## src/rtl/ext_stage_if.sv

```systemverilog
// Handshake/data bundle between an ext_stage and its producer/consumer.
// master = the side issuing requests and taking results; slave = the stage.
interface ext_stage_if #(
    parameter int OUT_W  = 32,
    parameter int LANE_W = $clog2(OUT_W/8)
);
    logic              flush;
    logic              in_valid;
    logic              in_ready;
    logic [2:0]        ExtSel;
    logic [OUT_W-1:0]  din;
    logic [LANE_W-1:0] lane;
    logic              out_valid;
    logic              out_ready;
    logic [OUT_W-1:0]  extout;
    logic              out_err;

    modport master (
        output flush, in_valid, ExtSel, din, lane, out_ready,
        input  in_ready, out_valid, extout, out_err
    );

    modport slave (
        input  flush, in_valid, ExtSel, din, lane, out_ready,
        output in_ready, out_valid, extout, out_err
    );
endinterface

```

## src/rtl/ext_stage.sv

```systemverilog
// Registered immediate / sub-word load extension stage with a one-entry
// valid/ready output register and flush.
module ext_stage #(
    parameter int IN_W  = 16,
    parameter int OUT_W = 32
) (
    input  logic       CLK,
    input  logic       nRST,
    ext_stage_if.slave bus
);
    localparam int LANE_W = $clog2(OUT_W/8);

    logic [IN_W-1:0]    imm;
    logic [OUT_W-1:0]   imm_sext;
    logic [OUT_W-1:0]   imm_zext;
    logic [OUT_W-1:0]   imm_upper;
    logic [LANE_W+2:0]  byte_base;
    logic [LANE_W+2:0]  half_base;
    logic [7:0]         byte_v;
    logic [15:0]        half_v;
    logic [OUT_W-1:0]   res;
    logic               err;
    logic               accept;

    assign imm = bus.din[IN_W-1:0];

    // Replicate-then-overwrite keeps IN_W == OUT_W legal (no zero-width replication).
    always_comb begin
        imm_sext             = {OUT_W{imm[IN_W-1]}};
        imm_sext[IN_W-1:0]   = imm;
        imm_zext             = '0;
        imm_zext[IN_W-1:0]   = imm;
        imm_upper            = '0;
        imm_upper[OUT_W-1 -: IN_W] = imm;
    end

    // Halfword base is the byte base with bit 3 cleared (aligned down to 2 bytes).
    always_comb begin
        byte_base    = {bus.lane, 3'b000};
        half_base    = byte_base;
        half_base[3] = 1'b0;
        byte_v       = bus.din[byte_base +: 8];
        half_v       = bus.din[half_base +: 16];
    end

    always_comb begin
        res = '0;
        unique case (bus.ExtSel)
            3'b000: res = imm_sext;
            3'b001: res = imm_zext;
            3'b010: res = imm_upper;
            3'b011: res = imm_sext << 2;
            3'b100: res = {{(OUT_W-8){byte_v[7]}}, byte_v};
            3'b101: res = {{(OUT_W-8){1'b0}}, byte_v};
            3'b110: res = {{(OUT_W-16){half_v[15]}}, half_v};
            3'b111: res = {{(OUT_W-16){1'b0}}, half_v};
            default: res = '0;
        endcase
    end

    assign err          = (bus.ExtSel[2:1] == 2'b11) && bus.lane[0];
    assign bus.in_ready = !bus.out_valid || bus.out_ready;
    assign accept       = bus.in_valid && bus.in_ready && !bus.flush;

    always_ff @(posedge CLK or negedge nRST) begin
        if (!nRST) begin
            bus.out_valid <= 1'b0;
            bus.extout    <= '0;
            bus.out_err   <= 1'b0;
        end else if (bus.flush) begin
            bus.out_valid <= 1'b0;
        end else if (accept) begin
            bus.out_valid <= 1'b1;
            bus.extout    <= res;
            bus.out_err   <= err;
        end else if (bus.out_ready) begin
            bus.out_valid <= 1'b0;
        end
    end
endmodule

```

## src/flat_wrapper.sv

```systemverilog
// flat-port wrapper written by rule: the top's interface ports become plain ports
module ext_stage_flat 
#(
    parameter int IN_W  = 16,
    parameter int OUT_W = 32
)
  (CLK, nRST, bus_flush, bus_in_valid, bus_ExtSel, bus_din, bus_lane, bus_out_ready, bus_in_ready, bus_out_valid, bus_extout, bus_out_err);
  ext_stage_if #(.OUT_W(OUT_W)) bus_i ();
  input  logic CLK;
  input  logic nRST;
  input wire logic [$bits(bus_i.flush)-1:0] bus_flush;
  input wire logic [$bits(bus_i.in_valid)-1:0] bus_in_valid;
  input wire logic [$bits(bus_i.ExtSel)-1:0] bus_ExtSel;
  input wire logic [$bits(bus_i.din)-1:0] bus_din;
  input wire logic [$bits(bus_i.lane)-1:0] bus_lane;
  input wire logic [$bits(bus_i.out_ready)-1:0] bus_out_ready;
  output wire logic [$bits(bus_i.in_ready)-1:0] bus_in_ready;
  output wire logic [$bits(bus_i.out_valid)-1:0] bus_out_valid;
  output wire logic [$bits(bus_i.extout)-1:0] bus_extout;
  output wire logic [$bits(bus_i.out_err)-1:0] bus_out_err;
  assign bus_i.flush = bus_flush;
  assign bus_i.in_valid = bus_in_valid;
  assign bus_i.ExtSel = bus_ExtSel;
  assign bus_i.din = bus_din;
  assign bus_i.lane = bus_lane;
  assign bus_i.out_ready = bus_out_ready;
  assign bus_in_ready = bus_i.in_ready;
  assign bus_out_valid = bus_i.out_valid;
  assign bus_extout = bus_i.extout;
  assign bus_out_err = bus_i.out_err;
  ext_stage #(.IN_W(IN_W), .OUT_W(OUT_W)) u_core (.CLK(CLK), .nRST(nRST), .bus(bus_i));
endmodule
```

## config.mk

```make
export PLATFORM = sky130hd
export DESIGN_NAME = ext_stage_flat
export DESIGN_NICKNAME = d
export VERILOG_FILES = /design/src/rtl/ext_stage_if.sv /design/src/rtl/ext_stage.sv /design/src/flat_wrapper.sv
export SDC_FILE = /design/constraint.sdc
export NUM_CORES = 1
export LEC_CHECK = 0
export ABC_CLOCK_PERIOD_IN_PS = 2510
export CAP_MARGIN = 20
export CELL_PAD_IN_SITES_DETAIL_PLACEMENT = 0
export CELL_PAD_IN_SITES_GLOBAL_PLACEMENT = 1
export CORE_MARGIN = 4
export CORE_UTILIZATION = 36
export CTS_BUF_LIST = sky130_fd_sc_hd__clkbuf_4 sky130_fd_sc_hd__clkbuf_8
export DETAILED_ROUTE_END_ITERATION = 6
export GPL_TIMING_DRIVEN = 0
export PLACE_DENSITY = 0.85
export SYNTH_ARGS = -nofsm -noshare
export SYNTH_HDL_FRONTEND = slang
export SYNTH_SLANG_ARGS = --single-unit
```

## constraint.sdc

```tcl
create_clock -name CLK -period 2.51 [get_ports CLK]
set_clock_uncertainty 0.05 [all_clocks]
set_input_delay 0.251 -clock CLK [delete_from_list [all_inputs] [get_ports CLK]]
set_output_delay 0.251 -clock CLK [all_outputs]
set_load 0.05 [all_outputs]
```

==> flow_metrics.py <==
metrics = {
    "finish": {
        "drive_gt1_frac": 0.09864,
        "post-route-util": 0.5375,
        "seqCellArea_um2": 850.8,
        "diodes": 0,
        "fillCellCount": 530,
        "multi_input_comb_area_um2": 1069,
        "nets": 335,
        "area_growth_pct": 45.57,
        "final_cell_area_um2": 2942,
    },
    "global_route": {
        "grt-ovfl-total": 0,
        "grt_pass1_vias": 1945,
        "grt_max_degree": 35,
        "grt_pass1_wl_mm": 10.18,
        "grt_use_total": 0.1819,
        "antenna_found_initial": 0,
    },
    "power_and_ir_drop": {
        "p_switching_w": 0.0008016,
        "internal-power_w": 0.001185,
        "power_frac_seq": 0.347,
        "pwr-share-comb": 0.434,
        "power_w": 0.001987,
        "power.static_leakage_nw": 1.173,
        "switching_share": 0.4034,
        "power_density_nw_per_um2": 675.5,
        "ir_drop_v": 0.0002916,
        "clkPwrFrac": 0.219,
    },
    "clock_network": {
        "clk_latency_ns": 0.29,
        "numCtsBuffers": 5,
        "cts-root-buf": "clkbuf_8",
        "cts_resized": 0,
        "hold_buffers": 0,
        "clk_pin_slew_worst_paths_ns": 0.07,
        "tritoncts": "yes",
        "cts_setup_buffers": 0,
        "clockBufferDepth": 2,
        "ctsHtreeMaxLevel": 2,
        "cts.sinks": 34,
    },
    "run_status": {
        "violations": "hold timing",
        "status": "complete, but fails checks",
    },
    "die": {
        "die_y_um": 82.92,
        "die-area_um2": 6876,
        "ios": 77,
        "rows": 27,
        "die_x_um": 82.92,
        "initial_utilization": 0.3692,
        "coreArea_um2": 5473,
    },
    "drt": {
        "drc": 0,
        "via_per_inst": 5.290,
        "drtIter0Drc": 82,
        "drt_wl_total_mm": 6.218,
        "drt_first_pass_iters": 4,
        "ant_nets": 0,
        "vias": 1936,
        "wire_per_inst_um": 16.99,
    },
    "critical_path": {
        "end_kind": "primary output",
        "cp_slowest_cell": "clkdlybuf4s50_1",
        "r2r_slack_ns": 0.77,
        "reg2reg_from": "u_core.bus.out_valid",
        "slowest_delay_ns": 0.71,
        "crit_required_ns": 2.21,
        "crit_type": "reg -> out",
        "start_kind": "register",
        "reg2reg_to": "u_core.bus.extout[24]",
        "path_cells": "nor2b_1 -> inv_1 -> clkdlybuf4s50_1",
        "arrival_ns": 1.76,
        "crit_fanout": 3,
        "r2r_cells": 5,
    },
    "synthesis": {
        "yosysSeqAreaShare": 0.4211,
        "synth_area_per_cell_um2": 9.532,
        "synth-seq-cells": 34,
        "synth_nets": 254,
        "yosysUniqueCellTypes": 39,
        "synthCells": 212,
        "yosys.area.top_type": "dfrtp_1",
        "ys_warn_count": 0,
        "synth_area_leaders": "dfrtp_1 (42%), mux2i_1 (5.9%), a221oi_1 (5.6%), nor2_1 (5.2%), o22a_1 (4.3%)",
        "synth.top_cell.area_share": 0.4211,
        "synth_area_um2": 2021,
    },
    "placement": {
        "placed_cell_area_um2": 2846,
        "port_buffers": 74,
        "dp_hpwl_mm": 4.741,
        "place.gp.congestion": 0.9006,
    },
    "flow_run": {
        "cap_violations": 0,
    },
    "timing": {
        "rsz0062_at_grt": "false",
        "max_freq_mhz": 484.1,
        "finalCritPeriodShare": 0.8229,
        "slew_headroom": 0.4684,
        "fin_crit_ns": 2.066,
        "worst_slew_pin_slew_ns": 0.7975,
        "slew_viol_final": 0,
        "holdWs_ns": -0.009311,
        "hold_viol_final": 13,
        "final.setup.tns_ns": 0,
        "setup_viol": 0,
    },
    "worst_hold_path": {
        "hold_path.class": "in -> async",
    },
}
[power groups by stage]
stage	Combinational [W]	Clock (W)	Sequential, W
floorplan	0.000202	0	0.00103
global placement	0.000864	0	0.000700
detailed placement	0.000866	0	0.000702
CTS	0.000868	0.000440	0.000691
global route	0.000905	0.000466	0.000700
finish	0.000863	0.000435	0.000690
[cells in the mapped netlist]
master,n
a211o_1,1
a21oi_1,12
a221oi_1,13
a22oi_1,1
a2bb2oi_2,1
a31o_2,1
a31oi_1,11
and2_1,13
and3b_1,1
buf_1,1
buf_2,6
buf_6,3
clkbuf_1,5
dfrtp_1,34
inv_1,4
mux2_2,2
mux2_4,1
mux2i_1,12
nand2_1,16
nand2b_1,3
nand3_1,2
nand3b_1,3
nand4b_1,1
nor2_1,28
nor2b_1,4
nor3b_1,2
nor3b_2,1
nor3b_4,1
o2111a_1,1
o2111ai_2,1
o21a_1,1
o21ai_0,4
o21ai_1,1
o22a_1,10
o22a_2,3
o22ai_1,2
o2bb2ai_1,4
or3b_1,1
xnor2_1,1
[worst max-delay path by stage]
| stage | startpoint | endpoint | cells after the start |
|---|---|---|---|
| floorplan | u_core.bus.out_valid | u_core.bus.extout[5] | 6 |
| global placement | bus_lane[0] | u_core.bus.extout[26] | 7 |
| detailed placement | bus_ExtSel[2] | u_core.bus.extout[14] | 7 |
| CTS | u_core.bus.out_valid | bus_in_ready | 3 |
| global route | u_core.bus.out_valid | bus_in_ready | 3 |
| finish | u_core.bus.out_valid | bus_in_ready | 3 |
[routing by layer]
layer	track usage	share of wire	vias to the layer above
met4	0.05795	0.010	0
met3	0.04563	0.074	5
met1	0.2577	0.48	909
met2	0.2711	0.44	77
met5	0	0	-
li1	-	-	945
[worst max-delay path, delay by kind of cell, from the launching register on]
| kind | cells | cell delay [ns] |
|---|---|---|
| buffers and inverters | 2 | 0.81 |
| DFF | 1 | 0.35 |
| and+or+nand+nor | 1 | 0.31 |
[placed cells by master, fill, tap and decap left out, types with 3 or more instances in the layout]
cell | netlist | layout
a21oi_1 | 12 | 12
a221oi_1 | 13 | 13
a31oi_1 | 11 | 11
and2_1 | 13 | 13
buf_2 | 6 | 7
buf_6 | 3 | 3
clkbuf_1 | 5 | 5
clkbuf_8 | 0 | 6
clkdlybuf4s50_1 | 0 | 73
dfrtp_1 | 34 | 34
inv_1 | 4 | 4
mux2i_1 | 12 | 12
nand2_1 | 16 | 16
nand2b_1 | 3 | 3
nand3b_1 | 3 | 3
nor2_1 | 28 | 28
nor2b_1 | 4 | 4
o21ai_0 | 4 | 4
o22a_1 | 10 | 10
o22a_2 | 3 | 3
o2bb2ai_1 | 4 | 4
[state kept, by name (all words and copies together) (netlist names)]
| register | cells |
|---|---|
| u_core.bus.out_valid | 1 |
| u_core.bus.out_err | 1 |
| u_core.bus.extout | 32 |
[final cells by class]
cell class,instances,share of cell area
clock buffers,6,0.02807
repair buffers,74,0.2501
well taps,72,0.03063
plain buffers,15,0.02935
flip-flops and latches,34,0.2892
multi-input cells,159,0.3632
clock inverters,2,0.004254
inverters,4,0.005104
[stage by stage]
stage                     cells  setup slack, ns
after detailed placement    358           0.2959
after floorplan             212           0.5244
final                       366           0.4445
after CTS                   366           0.4334
after global routing        366           0.3370
after global placement      358           0.3125
[kinds of logic (layout without fill, tap and decap cells)]
kind of cell / Yosys count / after routing / share of synthesized area
flip-flops: 34 / 34 / 0.4211
multiplexers: 15 / 15 / 0.07802
AND/OR/NAND/NOR: 76 / 76 / 0.1957
XOR/XNOR: 1 / 1 / 0.004335
AO/OA/AOI/OAI: 67 / 67 / 0.2508
buffers and inverters: 19 / 101 / 0.05015
(Power assumes the default switching activity.)
